===== config.mk =====
export PLATFORM = sky130hd
export DESIGN_NAME = branch_resolve_tracker_flat
export DESIGN_NICKNAME = d
export VERILOG_FILES = /design/src/rtl/branch_resolve_tracker_pkg.sv /design/src/rtl/branch_resolve_tracker_if.sv /design/src/rtl/branch_resolve_tracker_tag_fifo.sv /design/src/rtl/branch_resolve_tracker.sv /design/src/flat_wrapper.sv
export SDC_FILE = /design/constraint.sdc
export NUM_CORES = 1
export LEC_CHECK = 0
export CORE_MARGIN = 4
export CORE_UTILIZATION = 60
export CTS_BUF_LIST = sky130_fd_sc_hd__clkbuf_4 sky130_fd_sc_hd__clkbuf_8
export DETAILED_ROUTE_END_ITERATION = 16
export HOLD_SLACK_MARGIN = 0.06
export PLACE_DENSITY_LB_ADDON = 0.12
export SLEW_MARGIN = 20
export SYNTH_ARGS = -nofsm -noshare
export SYNTH_HDL_FRONTEND = slang
export SYNTH_SLANG_ARGS = --single-unit

===== constraint.sdc =====
create_clock -name clk -period 4.2 [get_ports clk]
set_clock_uncertainty 0.15 [all_clocks]
set_input_delay 0.84 -clock clk [delete_from_list [all_inputs] [get_ports clk]]
set_output_delay 0.84 -clock clk [all_outputs]
set_load 0.02 [all_outputs]

===== src/rtl/branch_resolve_tracker_pkg.sv =====
// Shared types for the branch resolve tracker: tracked-entry layout, FSM states, defaults.
package branch_pkg;

    localparam int BRT_DEFAULT_DEPTH = 8;
    localparam int BRT_PC_W          = 16;

    typedef struct packed {
        logic [BRT_PC_W-1:0] pc;
        logic                pred;
    } brt_entry_t;

    typedef enum logic [0:0] {
        BRT_RUN   = 1'b0,
        BRT_FLUSH = 1'b1
    } brt_state_t;

    function automatic logic brt_is_mispredict(input brt_entry_t entry, input logic taken);
        return (entry.pred != taken);
    endfunction

endpackage


===== src/rtl/branch_resolve_tracker_if.sv =====
// Issue / resolve / training bundle between fetch-predict, execute and the tracker.
interface branch_resolve_tracker_if #(
    parameter int PC_W  = 16,
    parameter int DEPTH = 8
);
    localparam int OCC_W = $clog2(DEPTH) + 1;

    logic             issue_valid;
    logic             issue_ready;
    logic [PC_W-1:0]  issue_pc;
    logic             issue_pred;
    logic             exec_valid;
    logic             exec_ready;
    logic             exec_taken;
    logic             result_valid;
    logic [PC_W-1:0]  result_pc;
    logic             result;
    logic             mispredict;
    logic             flush;
    logic [OCC_W-1:0] occupancy;

    modport master (
        output issue_valid, issue_pc, issue_pred, exec_valid, exec_taken,
        input  issue_ready, exec_ready, result_valid, result_pc, result,
               mispredict, flush, occupancy
    );

    modport slave (
        input  issue_valid, issue_pc, issue_pred, exec_valid, exec_taken,
        output issue_ready, exec_ready, result_valid, result_pc, result,
               mispredict, flush, occupancy
    );

endinterface


===== src/rtl/branch_resolve_tracker_tag_fifo.sv =====
// In-order storage of predicted branches: memory, wrapping pointers, occupancy and a
// synchronous clear that wins over any push/pop in the same cycle.
module branch_tag_fifo
    import branch_pkg::*;
#(
    parameter int DEPTH = BRT_DEFAULT_DEPTH,
    localparam int PTR_W = $clog2(DEPTH),
    localparam int OCC_W = $clog2(DEPTH) + 1
) (
    input  logic             clk,
    input  logic             rst,
    input  logic             clear_i,
    input  logic             push_i,
    input  brt_entry_t       entry_i,
    input  logic             pop_i,
    output brt_entry_t       head_o,
    output logic             full_o,
    output logic             empty_o,
    output logic [OCC_W-1:0] occupancy_o
);

    brt_entry_t       mem_q [DEPTH];
    logic [PTR_W-1:0] wr_ptr_q, wr_ptr_d;
    logic [PTR_W-1:0] rd_ptr_q, rd_ptr_d;
    logic [OCC_W-1:0] occ_q, occ_d;

    // entry storage; contents are only meaningful between the pointers, so no reset
    always_ff @(posedge clk) begin
        if (push_i && !clear_i) begin
            mem_q[wr_ptr_q] <= entry_i;
        end
    end

    // next pointers and occupancy
    always_comb begin
        wr_ptr_d = wr_ptr_q;
        rd_ptr_d = rd_ptr_q;
        occ_d    = occ_q;
        if (clear_i) begin
            wr_ptr_d = '0;
            rd_ptr_d = '0;
            occ_d    = '0;
        end else begin
            if (push_i) begin
                wr_ptr_d = wr_ptr_q + PTR_W'(1);
            end else begin
                wr_ptr_d = wr_ptr_q;
            end
            if (pop_i) begin
                rd_ptr_d = rd_ptr_q + PTR_W'(1);
            end else begin
                rd_ptr_d = rd_ptr_q;
            end
            case ({push_i, pop_i})
                2'b10:   occ_d = occ_q + OCC_W'(1);
                2'b01:   occ_d = occ_q - OCC_W'(1);
                default: occ_d = occ_q;
            endcase
        end
    end

    // pointer and occupancy registers
    always_ff @(posedge clk or posedge rst) begin
        if (rst) begin
            wr_ptr_q <= '0;
            rd_ptr_q <= '0;
            occ_q    <= '0;
        end else begin
            wr_ptr_q <= wr_ptr_d;
            rd_ptr_q <= rd_ptr_d;
            occ_q    <= occ_d;
        end
    end

    assign head_o      = mem_q[rd_ptr_q];
    assign full_o      = (occ_q == OCC_W'(DEPTH));
    assign empty_o     = (occ_q == OCC_W'(0));
    assign occupancy_o = occ_q;

endmodule


===== src/rtl/branch_resolve_tracker.sv =====
// Tracks predicted branches in program order, pairs in-order resolutions with them to train
// the predictor, and flushes on mispredict. Optional perf counters: BRT_PERF_COUNTERS_EN.
module branch_resolve_tracker
    import branch_pkg::*;
#(
    parameter int DEPTH        = BRT_DEFAULT_DEPTH,
    parameter int PC_W         = BRT_PC_W,
    parameter int FLUSH_CYCLES = 2
) (
    input  logic                      clk,
    input  logic                      rst,
`ifdef BRT_PERF_COUNTERS_EN
    branch_resolve_tracker_if.slave   bus_if,
    output logic [31:0]               branch_count,
    output logic [31:0]               mispred_count
`else
    branch_resolve_tracker_if.slave   bus_if
`endif
);

    localparam int OCC_W = $clog2(DEPTH) + 1;
    localparam int CNT_W = $clog2(FLUSH_CYCLES) + 1;

    brt_state_t       state_q, state_d;
    logic [CNT_W-1:0] flush_cnt_q, flush_cnt_d;
    logic             result_valid_q;
    logic [PC_W-1:0]  result_pc_q;
    logic             result_q;
    logic             mispredict_q;

    brt_entry_t       head_s;
    brt_entry_t       entry_s;
    logic             full_s, empty_s;
    logic [OCC_W-1:0] occ_s;
    logic             issue_fire_s, exec_fire_s, mis_s;

    assign issue_fire_s = bus_if.issue_valid && bus_if.issue_ready;
    assign exec_fire_s  = bus_if.exec_valid && bus_if.exec_ready;
    assign mis_s        = exec_fire_s && brt_is_mispredict(head_s, bus_if.exec_taken);
    assign entry_s      = '{pc: bus_if.issue_pc, pred: bus_if.issue_pred};

    // a mispredict discards everything younger, including a same-cycle push
    branch_tag_fifo #(.DEPTH(DEPTH)) u_tag_fifo (
        .clk         (clk),
        .rst         (rst),
        .clear_i     (mis_s),
        .push_i      (issue_fire_s),
        .entry_i     (entry_s),
        .pop_i       (exec_fire_s),
        .head_o      (head_s),
        .full_o      (full_s),
        .empty_o     (empty_s),
        .occupancy_o (occ_s)
    );

    // FSM next state and flush countdown
    always_comb begin
        state_d     = state_q;
        flush_cnt_d = flush_cnt_q;
        case (state_q)
            BRT_RUN: begin
                if (mis_s) begin
                    state_d     = BRT_FLUSH;
                    flush_cnt_d = CNT_W'(FLUSH_CYCLES - 1);
                end else begin
                    state_d     = BRT_RUN;
                end
            end
            BRT_FLUSH: begin
                if (flush_cnt_q == CNT_W'(0)) begin
                    state_d = BRT_RUN;
                end else begin
                    flush_cnt_d = flush_cnt_q - CNT_W'(1);
                end
            end
            default: begin
                state_d     = BRT_RUN;
                flush_cnt_d = '0;
            end
        endcase
    end

    // FSM state, flush counter and registered training outputs
    always_ff @(posedge clk or posedge rst) begin
        if (rst) begin
            state_q        <= BRT_RUN;
            flush_cnt_q    <= '0;
            result_valid_q <= 1'b0;
            result_pc_q    <= '0;
            result_q       <= 1'b0;
            mispredict_q   <= 1'b0;
        end else begin
            state_q        <= state_d;
            flush_cnt_q    <= flush_cnt_d;
            result_valid_q <= exec_fire_s;
            mispredict_q   <= mis_s;
            if (exec_fire_s) begin
                result_pc_q <= head_s.pc;
                result_q    <= bus_if.exec_taken;
            end
        end
    end

`ifdef BRT_PERF_COUNTERS_EN
    // training and mispredict event counters, wrapping at 2^32
    always_ff @(posedge clk or posedge rst) begin
        if (rst) begin
            branch_count  <= 32'd0;
            mispred_count <= 32'd0;
        end else begin
            if (result_valid_q) begin
                branch_count <= branch_count + 32'd1;
            end
            if (mispredict_q) begin
                mispred_count <= mispred_count + 32'd1;
            end
        end
    end
`endif

    assign bus_if.issue_ready  = (state_q == BRT_RUN) && !full_s;
    assign bus_if.exec_ready   = (state_q == BRT_RUN) && !empty_s;
    assign bus_if.result_valid = result_valid_q;
    assign bus_if.result_pc    = result_pc_q;
    assign bus_if.result       = result_q;
    assign bus_if.mispredict   = mispredict_q;
    assign bus_if.flush        = (state_q == BRT_FLUSH);
    assign bus_if.occupancy    = occ_s;

endmodule

===== src/flat_wrapper.sv =====
// flat-port wrapper written by rule: the top's interface ports become plain ports
module branch_resolve_tracker_flat import branch_pkg::*;
#(
    parameter int DEPTH        = BRT_DEFAULT_DEPTH,
    parameter int PC_W         = BRT_PC_W,
    parameter int FLUSH_CYCLES = 2
)
  (clk, rst, bus_if_issue_valid, bus_if_issue_pc, bus_if_issue_pred, bus_if_exec_valid, bus_if_exec_taken, bus_if_issue_ready, bus_if_exec_ready, bus_if_result_valid, bus_if_result_pc, bus_if_result, bus_if_mispredict, bus_if_flush, bus_if_occupancy);
  branch_resolve_tracker_if #(.PC_W(PC_W), .DEPTH(DEPTH)) bus_if_i ();
  input  logic clk;
  input  logic rst;
  input wire logic [$bits(bus_if_i.issue_valid)-1:0] bus_if_issue_valid;
  input wire logic [$bits(bus_if_i.issue_pc)-1:0] bus_if_issue_pc;
  input wire logic [$bits(bus_if_i.issue_pred)-1:0] bus_if_issue_pred;
  input wire logic [$bits(bus_if_i.exec_valid)-1:0] bus_if_exec_valid;
  input wire logic [$bits(bus_if_i.exec_taken)-1:0] bus_if_exec_taken;
  output wire logic [$bits(bus_if_i.issue_ready)-1:0] bus_if_issue_ready;
  output wire logic [$bits(bus_if_i.exec_ready)-1:0] bus_if_exec_ready;
  output wire logic [$bits(bus_if_i.result_valid)-1:0] bus_if_result_valid;
  output wire logic [$bits(bus_if_i.result_pc)-1:0] bus_if_result_pc;
  output wire logic [$bits(bus_if_i.result)-1:0] bus_if_result;
  output wire logic [$bits(bus_if_i.mispredict)-1:0] bus_if_mispredict;
  output wire logic [$bits(bus_if_i.flush)-1:0] bus_if_flush;
  output wire logic [$bits(bus_if_i.occupancy)-1:0] bus_if_occupancy;
  assign bus_if_i.issue_valid = bus_if_issue_valid;
  assign bus_if_i.issue_pc = bus_if_issue_pc;
  assign bus_if_i.issue_pred = bus_if_issue_pred;
  assign bus_if_i.exec_valid = bus_if_exec_valid;
  assign bus_if_i.exec_taken = bus_if_exec_taken;
  assign bus_if_issue_ready = bus_if_i.issue_ready;
  assign bus_if_exec_ready = bus_if_i.exec_ready;
  assign bus_if_result_valid = bus_if_i.result_valid;
  assign bus_if_result_pc = bus_if_i.result_pc;
  assign bus_if_result = bus_if_i.result;
  assign bus_if_mispredict = bus_if_i.mispredict;
  assign bus_if_flush = bus_if_i.flush;
  assign bus_if_occupancy = bus_if_i.occupancy;
  branch_resolve_tracker #(.DEPTH(DEPTH), .PC_W(PC_W), .FLUSH_CYCLES(FLUSH_CYCLES)) u_core (.clk(clk), .rst(rst), .bus_if(bus_if_i));
endmodule

Word-level counts from Yosys, hierarchy flattened

Memory sizes are Yosys's and may differ from the RTL's.
Cells that the tools add are included.

Register bits after elaboration: 32
Memory bits (writable): 136
Input port bits: 22
Output and inout port bits: 26
Logic and storage cells: 51
Memories: 1

Memories:

| memory                  | words | bits a word | read ports | clocked after Yosys merged registers in | write ports | line                                  | RTL |
|---|---|---|---|---|---|---|---|
| u_core.u_tag_fifo.mem_q | 8     | 17          | 1          | 0                                       | 1           | branch_resolve_tracker_tag_fifo.sv:22 | `brt_entry_t mem_q [DEPTH];` |

Add/subtract/negate cells: 5
Equality and inequality tests: 6
Mux-type cells: 14
Bitwise gates (word level): 1
Reductions and logical operators: 15

Operators with widths:

| cell                                                  | count |
|---|---|
| 2-to-1 mux 3 bit                                      | 4 |
| case mux 4 bit (2 select lines)                       | 1 |
| adder 3 x 1 -> 3 bit, second input constant           | 2 |
| logical AND 1 bit                                     | 6 |
| adder 4 x 1 -> 4 bit, second input constant           | 1 |
| equality test 4 bit, second input constant            | 1 |
| logical NOT 4 bit                                     | 1 |
| 2-to-1 mux 1 bit                                      | 4 |
| 2-to-1 mux 2 bit                                      | 2 |
| 2-to-1 mux 4 bit                                      | 1 |
| case mux 2 bit (2 select lines)                       | 1 |
| nonzero test 2 bit                                    | 2 |
| subtractor 4 x 1 -> 4 bit, second input constant      | 1 |
| logical NOT 1 bit                                     | 3 |
| nonzero test 3 bit                                    | 1 |
| equality test 2 x 1 -> 1 bit, second input constant   | 1 |
| equality test 2 bit, second input constant            | 1 |
| logical NOT 2 bit                                     | 1 |
| inequality test 2 x 1 -> 1 bit, second input constant | 1 |
| inequality test 2 bit, second input constant          | 1 |
| case mux 1 bit (2 select lines)                       | 1 |
| AND reduction 2 bit                                   | 1 |
| subtractor 2 x 1 -> 2 bit, second input constant      | 1 |
| inequality test 1 bit                                 | 1 |
| inverter 1 bit                                        | 1 |

Logic depth before layout (Yosys ltp)

Gate-level depths: netlist of run 1.

Depth in word-level cells: 9
Gate-level depth with buffers: 13
Depth with buffers taken out: 11

Hierarchy

From an unflattened synthesis of run 1, not the netlist that was laid out.

Cells, all modules: 327
Area total of the unflattened synthesis: 6775.2 µm²

By module, submodules not included:

| module                 | times used | cells an instance | area each (µm²) | seq. area each (µm²) |
|---|---|---|---|---|
| branch_tag_fifo        | 1          | 270               | 5861.9          | 4334.2 |
| branch_resolve_tracker | 1          | 57                | 913.4           | 550.5 |

Least setup slack after synthesis of run 1

OpenSTA, ideal clock, no wires.

Path type: register to register
From: register u_core.u_tag_fifo.occ_q[1], in the netlist u_core.u_tag_fifo.occupancy_o[1]
To: memory u_core.u_tag_fifo.mem_q[1][0] in the netlist's numbering, enable pin
Setup time: 412 ps
Arrival: 2962 ps
Data required time: 3638 ps
Path slack: 675 ps
Stages on the path, launching flop included: 10
Path buffers: 2
Period minus slack after synthesis: 3525 ps
Cell sequence: dfrtp_1 -> nor4_1 -> nor2_1 -> nand2_1 -> inv_1 -> clkbuf_1 -> nand2_1 -> mux2i_1 -> buf_2 -> nor3_1

Word-level cells in the longest chain between the ends: 9
Elaborated cells on any way between the ends: 13
Classes of those cells: eq/ne (1); mux (2); reduce/logical (10)

Ends and longest elaborated chain:

| element                                | line                                  | RTL |
|---|---|---|
| from (decl)                            | branch_resolve_tracker_tag_fifo.sv:25 | `logic [OCC_W-1:0] occ_q, occ_d;` |
| from (signal assigned)                 | branch_resolve_tracker_tag_fifo.sv:67 | `occ_q <= '0;` |
| from (signal assigned)                 | branch_resolve_tracker_tag_fifo.sv:71 | `occ_q <= occ_d;` |
| logical NOT 4 bit                      | branch_resolve_tracker_tag_fifo.sv:77 | `assign empty_o = (occ_q == OCC_W'(0));` |
| logical NOT 1 bit                      | branch_resolve_tracker.sv:122         | `assign bus_if.exec_ready = (state_q == BRT_RUN) && !empty_s;` |
| logical AND 1 bit                      | branch_resolve_tracker.sv:122         |  |
| net bus_if_exec_ready                  | flat_wrapper.sv:18                    | `output wire logic [$bits(bus_if_i.exec_ready)-1:0] bus_if_exec_ready;` |
| logical AND 1 bit                      | branch_resolve_tracker.sv:38          | `assign exec_fire_s = bus_if.exec_valid && bus_if.exec_ready;` |
| logical AND 1 bit                      | branch_resolve_tracker.sv:39          | `assign mis_s = exec_fire_s && brt_is_mispredict(head_s, bus_if.exec_taken);` |
| net u_core.mis_s                       | branch_resolve_tracker.sv:35          | `logic issue_fire_s, exec_fire_s, mis_s;` |
| logical NOT 1 bit                      | branch_resolve_tracker_tag_fifo.sv:29 | `if (push_i && !clear_i) begin` |
| logical AND 1 bit                      | branch_resolve_tracker_tag_fifo.sv:29 |  |
| 2-to-1 mux 1 bit                       | branch_resolve_tracker_tag_fifo.sv:29 |  |
| 2-to-1 mux 1 bit (implied by the code) | branch_resolve_tracker_tag_fifo.sv:30 | `mem_q[wr_ptr_q] <= entry_i;` |
| to (decl)                              | branch_resolve_tracker_tag_fifo.sv:22 |  |

The timed path passes the listed nets, and every way through them passes these cells.

Worst setup path after layout of run 1

From: register u_core.u_tag_fifo.rd_ptr_q[0]
To: memory u_core.u_tag_fifo.mem_q[3][8] in the netlist's numbering, enable pin

Word-level cells in the longest chain between the ends: 7

Ends and longest elaborated chain:

| element                                | line                                  | RTL |
|---|---|---|
| from (decl)                            | branch_resolve_tracker_tag_fifo.sv:24 | `logic [PTR_W-1:0] rd_ptr_q, rd_ptr_d;` |
| from (signal assigned)                 | branch_resolve_tracker_tag_fifo.sv:70 | `rd_ptr_q <= rd_ptr_d;` |
| memory read (8 x 17 bit)               | n/a                                   |  |
| inequality test 1 bit                  | branch_resolve_tracker_pkg.sv:18      | `return (entry.pred != taken);` |
| logical AND 1 bit                      | branch_resolve_tracker.sv:39          |  |
| logical NOT 1 bit                      | branch_resolve_tracker_tag_fifo.sv:29 |  |
| logical AND 1 bit                      | branch_resolve_tracker_tag_fifo.sv:29 |  |
| 2-to-1 mux 1 bit                       | branch_resolve_tracker_tag_fifo.sv:29 |  |
| 2-to-1 mux 1 bit (implied by the code) | branch_resolve_tracker_tag_fifo.sv:30 |  |

No other way between the ends.

==> results.md, run 1 <==
- Status: finished clean
- Worst Max-Slew Pin Slew: between 0.9 and 1 ns
- Clk Tree Root Cell: clkbuf_8
- Final setup margin: 1.12 ns
- Share of cells above drive strength 1: 22.6%
- Setup TNS Final: 0 ns
- CP arrival: 3.03 ns
- Hold buffers post-CTS: 0
- Core Region: approximately 0.011 mm²
- Pleak: roughly 2.6 nW
- Clk pin slew, worst setup/hold paths: 0.09 ns
- Final setup vio count: 0
- Hold Fails Final Rpt: 0
- Synthesis-to-layout area growth: 18.3%
- Synthesized area per cell: around 19 µm²
- Die Wd: about 110 µm
- DRT antenna net count: 0
- Post-DP HPWL: ~7.4 mm
- Residual DRC count: 0
- Antenna violations before repair: 0
- Primary FF master, synth: edfxtp_1
- Post-synth EDFFs: 136
- CTS tree: yes
- Iter 0 DRT Violations: approximately 300
- Sequential share of the synthesized area: roughly three quarters
- Crit path time final: 3.08 ns
- #FFs+latches synth: about 170
- Async SR Flop Fraction: 19.0%
- Starting density of the core: between 60 and 70%
- Number of global-route vias before repair: ~3,400
- Synth Warn #: 0
- RSZ-0062 raised after global routing: no
- Mapped Area: about 0.0066 mm²
- Vias/cell: slightly below 6
- Max_slew headroom: between 30% and 40%
- Final RePlAce weighted congestion: around 0.8
- Startpoint Class: register
- Pre-antenna DRT Iters: 4
- Fin crit share: approximately 73%
- PwrDens: between 600 and 700 mW/mm²
- Total Routing Usage GR: around a fifth
- Crit path max fanout: 18
- Fin area: slightly below 0.008 mm²
- Synth unique cells: 34
- Cts bufs inserted: 17
- Final net count: 445
- DP Area: around 0.0074 mm²
- Rows: 38
- Syn Nets: 379
- Worst-Skew Late Latency: 0.44 ns
- Port Buffer Count: 47
- Post-Syn Instances: between 300 and 400
- H-tree depth: 4
- Worst Path Required: 4.16 ns
- Setup crit end kind: register
- CTS max path bufs: 2
- First-pass GRT wire length: 19.0 mm
- Max Cap Viol: 0
- Largest net degree at the start of global routing: 29
- Top Ports: between 40 and 50
- Post-CTS Resized: 0
- CTS Sinks: ~170
- Worst VDD drop: roughly 0.41 mV
- Worst hold path type: register to register
- Ant. Diodes: 0
- Max Slew Vio Count: 0
- Die height: about 110 µm
- Die area: about 0.013 mm²
- Crit Path Class: register to register
- Total power: about 5.0 mW
- Via count: around 3,300
- Gr ovfl total: 0
- Detailed Route WL: between 10 and 15 mm
- Post-CTS Setup Bufs: 0
- Dpl ws: 0.810 ns
- DR WL/cell: between 20 and 25 µm
- Max Clk Rate: ~330 MHz
[final cells by class]
cell class	instances	area, µm²
flip-flops and latches	168	4890
fillers	661	2990
multi-input cells	159	1670
repair buffers	65	618
clock buffers	20	256
clock inverters	12	176
well taps	140	175
inverters	5	18.8
[metal layers]
metal / wire length, µm / vias to the layer above / GRT usage, % / share of wire, %
met3: 504 / 13 / 4.49 / 4.3
met4: 165 / 0 / 6.49 / 1.4
li1: - / 1503 / - / -
met5: 0 / - / 0 / 0
met1: 5410 / 1696 / 29.4 / 46
met2: 5740 / 80 / 30.5 / 49
[critical path, stage by stage, from the launching register on]
cell	delay (ns)
dfrtp_2	0.69
mux2_2	0.39
nor3b_1	0.28
nor4_2	0.10
mux2i_2	0.29
buf_12	0.23
nor4b_4	0.27
buf_4	0.32
[cell usage after synthesis, types with 2 or more instances]
library cell	count	area (µm²)
nor3_1	3	15.0
or2_2	2	12.5
nor4_2	4	50.1
nor4b_2	4	60.1
clkbuf_1	9	33.8
mux2i_1	19	190
nand2_1	11	41.3
edfxtp_1	136	4080
nor3b_1	2	15.0
nor2b_1	2	12.5
buf_6	2	22.5
buf_1	2	7.51
mux2_2	2	22.5
mux4_2	32	721
ha_1	6	75.1
dfrtp_1	32	801
a21oi_1	21	105
o21ai_0	3	15.0
nand3_1	3	15.0
nand2b_1	4	25.0
inv_1	5	18.8
xor2_1	5	43.8
buf_2	5	25.0
nor2_1	26	97.6
[kinds of logic after synthesis]
logic type      count (synthesis)  synth area share, %
fa+ha+maj                       7                 1.44
compound gates                 29                 2.41
mux                            53                 14.2
flops                         168                 74.1
xor+xnor                        6                0.797
buf+inv                        23                 1.63
simple gates                   64                 5.50
[cell usage in the layout, fill, tap and decap left out, drive strengths merged, types with 5 or more instances in the layout]
cell type / netlist / final
nor4: 5 / 5
dfrtp: 32 / 32
nand2: 11 / 11
a21oi: 21 / 21
mux4: 32 / 32
buf: 9 / 18
mux2i: 19 / 19
clkinv: 0 / 5
nor2: 26 / 26
ha: 6 / 6
edfxtp: 136 / 136
clkbuf: 9 / 20
xor2: 5 / 5
clkdlybuf4s50: 0 / 47
inv: 5 / 6
[state kept, by name, indices dropped and copies added, names as in the netlist]
name,flops
u_core.bus_if.result_pc,16
u_core.u_tag_fifo.rd_ptr_q,3
u_core.bus_if.mispredict,1
u_core.flush_cnt_q,2
u_core.bus_if.flush,1
u_core.bus_if.result_valid,1
u_core.u_tag_fifo.mem_q,136
u_core.u_tag_fifo.wr_ptr_q,3
u_core.u_tag_fifo.occupancy_o,4
u_core.bus_if.result,1
[path summary, 6_finish.rpt]
kind / start / endpoint / slack (ns) / cells past startpoint
max: u_core.u_tag_fifo.rd_ptr_q[0]$_DFFE_PP0P_ / u_core.u_tag_fifo.mem_q[3][8]$_DFFE_PP_ / 1.12 / 7
max in group asynchronous: rst / u_core.u_tag_fifo.wr_ptr_q[1]$_DFFE_PP0P_ / 2.45 / 3
min reg2reg: u_core.bus_if.result$_DFFE_PP0P_ / u_core.bus_if.result$_DFFE_PP0P_ / 0.34 / 2
max reg2reg: u_core.u_tag_fifo.rd_ptr_q[0]$_DFFE_PP0P_ / u_core.u_tag_fifo.mem_q[3][8]$_DFFE_PP_ / 1.12 / 7
min: u_core.bus_if.result$_DFFE_PP0P_ / u_core.bus_if.result$_DFFE_PP0P_ / 0.34 / 2
min in group asynchronous: rst / u_core.bus_if.result_pc[15]$_DFFE_PP0P_ / 0.74 / 2
[power breakdown]
part | internal (mW) | switching [mW] | leakage (nW)
clock | 0.668 | 0.551 | 0.217
sequential | 2.08 | 0.200 | 1.60
combinational | 0.748 | 0.794 | 0.811
total | 3.49 | 1.55 | 2.63
[per-stage QoR]
step	cells	util, %	hold WS [ns]
after floorplan	350	-	0.358
after global placement	537	68.3	0.315
after detailed placement	537	68.3	0.321
after CTS	569	72.3	0.342
after global routing	569	72.3	0.405
final	569	72.3	0.341
No activity file was read; power rests on OpenSTA's default activity.
==> run 2: changes to the inputs <==
==> constraint.sdc (replaced) <==
create_clock -name clk -period 3 [get_ports clk]
set_clock_uncertainty 0.15 [all_clocks]
set_input_delay 0.6 -clock clk [delete_from_list [all_inputs] [get_ports clk]]
set_output_delay 0.6 -clock clk [all_outputs]
set_load 0.02 [all_outputs]
==> run 2 against run 1 <==
Effect of this change:
- global-route usage rose by 0.92 points
- design area barely moved
- sequential power rose by 39%
- sequential share of layout area barely moved
- critical path depth up 3
- fmax rose by 12%
- hold slack improved by 0.044 ns
- flip-flop and latch count unchanged
- register-to-register slack got worse by 0.87 ns
- count of clock-buffer cells in the layout is 1 higher
- setup slack got worse by 0.87 ns
==> results.md, run 2 (same netlist as run 1, synthesis figures left out) <==
- Worst-Skew Late Latency: 0.44 ns (about the same)
- Setup crit end kind: register
- Gr ovfl total: 0 (unchanged)
- Share of cells above drive strength 1: 25.2% (+2.6 points)
- Comb power frac: 33.2% (+2.6 points)
- CTS tree: yes
- H-tree depth: 4 (unchanged)
- Slowest cell delay on critical path: 0.48 ns (-0.21 ns)
- Commonest non-fill, non-tap cell in the layout: edfxtp_1
- PwrDens: 869 mW/mm² (+35%)
- Starting density of the core: 61.1% (unchanged)
- Port Buffer Count: 47 (unchanged)
- Dpl ws: 0.103 ns (-0.707 ns)
- Clk pin slew, worst setup/hold paths: 0.08 ns (about the same)
- Status: finished clean
- Final setup margin: 0.253 ns (-0.871 ns)
- Worst VDD drop: 0.558 mV (+34%)
- Die area: 0.0127 mm² (unchanged)
- DP Cell Count: 544 (+1.3%)
- Max Clk Rate: 364 MHz (+12%)
- Hold Fails Final Rpt: 0 (unchanged)
- Final setup vio count: 0 (unchanged)
- Worst hold stages: 2 (unchanged)
- Top Ports: 48 (unchanged)
- Min Hold Slack: 0.385 ns (+0.0444 ns)
- Filler cells: 660 (-0.15%)
- Max Cap Viol: 0 (unchanged)
- Post-CTS Setup Bufs: 0 (unchanged)
- Startpoint Class: register
- Largest net degree at the start of global routing: 33 (+14%)
- Fin crit share: 91.6% (+18 points)
- Crit path max fanout: 15 (-3)
- Int Power: 4.59 mW (+31%)
- Synthesis-to-layout area growth: 18.4% (about the same)
- Reg area: 0.00489 mm² (+0.10%)
- Ant. Diodes: 0 (unchanged)
- RSZ-0062 raised after global routing: no
- Via count: 3,324 (+0.97%)
- Sequential power share: 46.6% (+1.4 points)
- Net Sw Frac: 32.4% (+1.7 points)
- DRT antenna net count: 0 (unchanged)
- Critical path's slowest cell: dfrtp_2
- P_sw: 2.20 mW (+42%)
- Pleak: 2.62 nW (-0.65%)
- Crit Path Class: register to register
- Crit path time final: 2.75 ns (-0.329 ns)
- Post-CTS Resized: 0 (unchanged)
- Clk Tree Root Cell: clkbuf_8
- Rows: 38 (unchanged)
- Final RePlAce weighted congestion: 0.799 (+0.26%)
- Max Slew Vio Count: 0 (unchanged)
- CP arrival: 2.73 ns (-0.30 ns)
- Iter 0 DRT Violations: 208 (-30%)
- Multi-input gate area: 0.00169 mm² (+0.90%)
- Fin cells: 576 (+1.2%)
- Pre-antenna DRT Iters: 4 (unchanged)
- Cells on worst reg2reg path: 10 (+3)
- Worst Max-Slew Pin Slew: 0.607 ns (-0.297 ns)
- Die Wd: 113 µm (unchanged)
- Cts bufs inserted: 17 (unchanged)
- Total Routing Usage GR: 20.9% (+0.92 points)
- Antenna violations before repair: 0 (unchanged)
- Hold buffers post-CTS: 0 (unchanged)
- Final net count: 452 (+1.6%)
- First-pass GRT wire length: 19.7 mm (+3.4%)
- Residual DRC count: 0 (unchanged)
- Number of global-route vias before repair: 3,521 (+4.9%)
- CTS Sinks: 168 (unchanged)
- Vias/cell: 5.77 (-0.26%)
- Worst hold path type: register to register
- Most frequent cells in the layout: edfxtp_1, clkdlybuf4s50_1, mux4_2
- CP Cell Sequence: nor4_2 -> nor2_2 -> nand2_2 -> inv_1 -> buf_4 -> nand2_1 -> mux2i_2 -> buf_4 -> nor4b_4 -> buf_4
- DR WL/cell: 20.9 µm (+0.35%)
- CP most frequent cell: buf_4
- Most flop-heavy register: u_core.u_tag_fifo.mem_q
- WP depth: 10 (+3)
- Family with the most delay on the worst path: simple AND/OR/NAND/NOR gates
- Buf/Inv on CP: 4 (+2)
- Post-DP HPWL: 7.99 mm (+8.1%)
- Setup TNS Final: 0 ns (unchanged)
- Die height: 113 µm (unchanged)
- Core Region: 0.0108 mm² (unchanged)
- Max FFs per register: 136 (unchanged)
- Worst Path Required: 2.98 ns (-1.18 ns)
- Detailed Route WL: 12.0 mm (+1.6%)
- Max_slew headroom: 59.5% (+20 points)
- Power share of the clock group: 20.2% (-4.0 points)
- CTS max path bufs: 2 (unchanged)
## run 2: cell types whose count changed in the layout (fill, tap and decap cells not counted), moves of 2 or more
cell	previous run	this run
buf_12	1	3
buf_4	17	22
bufinv_16	4	0
clkinv_1	0	2
clkinv_2	3	1
clkinvlp_4	2	5
dfrtp_1	31	27
dfrtp_2	1	5
## run 2: metal layers
layer | vias to the layer above | wire [µm] | GRT usage [%]
li1 | 1517 | - | -
met1 | 1722 | 4930 | 27.7
met2 | 78 | 6430 | 34.9
met3 | 7 | 556 | 5.29
met4 | 0 | 97 | 6.17
met5 | - | 0 | 0
## run 2: stage by stage
| step | power [mW] | area, µm² | utilization, % |
|---|---|---|---|
| floorplan | 4.61 | 6630 | - |
| global placement | 5.43 | 7470 | 69.2 |
| detailed placement | 5.49 | 7470 | 69.2 |
| CTS | 6.87 | 7810 | 72.4 |
| global route | 7.22 | 7810 | 72.4 |
| finish | 6.79 | 7810 | 72.4 |
## run 2: worst paths after layout
check / start / end / slack (ns)
worst max-delay path: u_core.u_tag_fifo.occupancy_o[0]$_DFFE_PP0P_ / u_core.u_tag_fifo.mem_q[3][3]$_DFFE_PP_ / 0.25
worst max register to register: u_core.u_tag_fifo.occupancy_o[0]$_DFFE_PP0P_ / u_core.u_tag_fifo.mem_q[3][3]$_DFFE_PP_ / 0.25
min in group asynchronous: rst / u_core.bus_if.result_pc[5]$_DFFE_PP0P_ / 0.42
worst min register to register: u_core.bus_if.result_pc[4]$_DFFE_PP0P_ / u_core.bus_if.result_pc[4]$_DFFE_PP0P_ / 0.39
max in group asynchronous: rst / u_core.u_tag_fifo.occupancy_o[0]$_DFFE_PP0P_ / 1.95
worst min-delay path: u_core.bus_if.result_pc[4]$_DFFE_PP0P_ / u_core.bus_if.result_pc[4]$_DFFE_PP0P_ / 0.39
## run 2: cell type report
type | count | share of cell area, %
repair buffers | 72 | 8.91
multi-input cells | 159 | 21.6
inverters | 5 | 0.240
clock buffers | 21 | 3.38
flip-flops and latches | 168 | 62.6
well taps | 140 | 2.24
clock inverters | 11 | 0.977
## run 2: power groups by stage
stage | combinational, mW | sequential (mW) | clock (mW)
3_3_place_gp | 2.24 | 3.20 | 0
5_1_grt | 2.47 | 3.21 | 1.55
4_1_cts | 2.29 | 3.16 | 1.41
3_5_place_dp | 2.28 | 3.21 | 0
2_1_floorplan | 1.31 | 3.31 | 0
6_report | 2.25 | 3.16 | 1.37
## run 2: worst register-to-register path: cells and delay by family, from the launching register on
family	cells	cell delay, ns
flip-flops	1	0.48
buffers and inverters	4	0.77
multiplexers	1	0.08
AND/OR/NAND/NOR	5	0.96
==> run 3: changes to the inputs <==
--- a/config.mk
+++ b/config.mk
@@ -11,7 +11,7 @@
 export DETAILED_ROUTE_END_ITERATION = 16
 export HOLD_SLACK_MARGIN = 0.06
 export PLACE_DENSITY_LB_ADDON = 0.12
-export SLEW_MARGIN = 20
+export SLEW_MARGIN = 0
 export SYNTH_ARGS = -nofsm -noshare
 export SYNTH_HDL_FRONTEND = slang
 export SYNTH_SLANG_ARGS = --single-unit
==> results of run 3 <==
The final DEF is identical to that of run 2; final timing and power are the same.
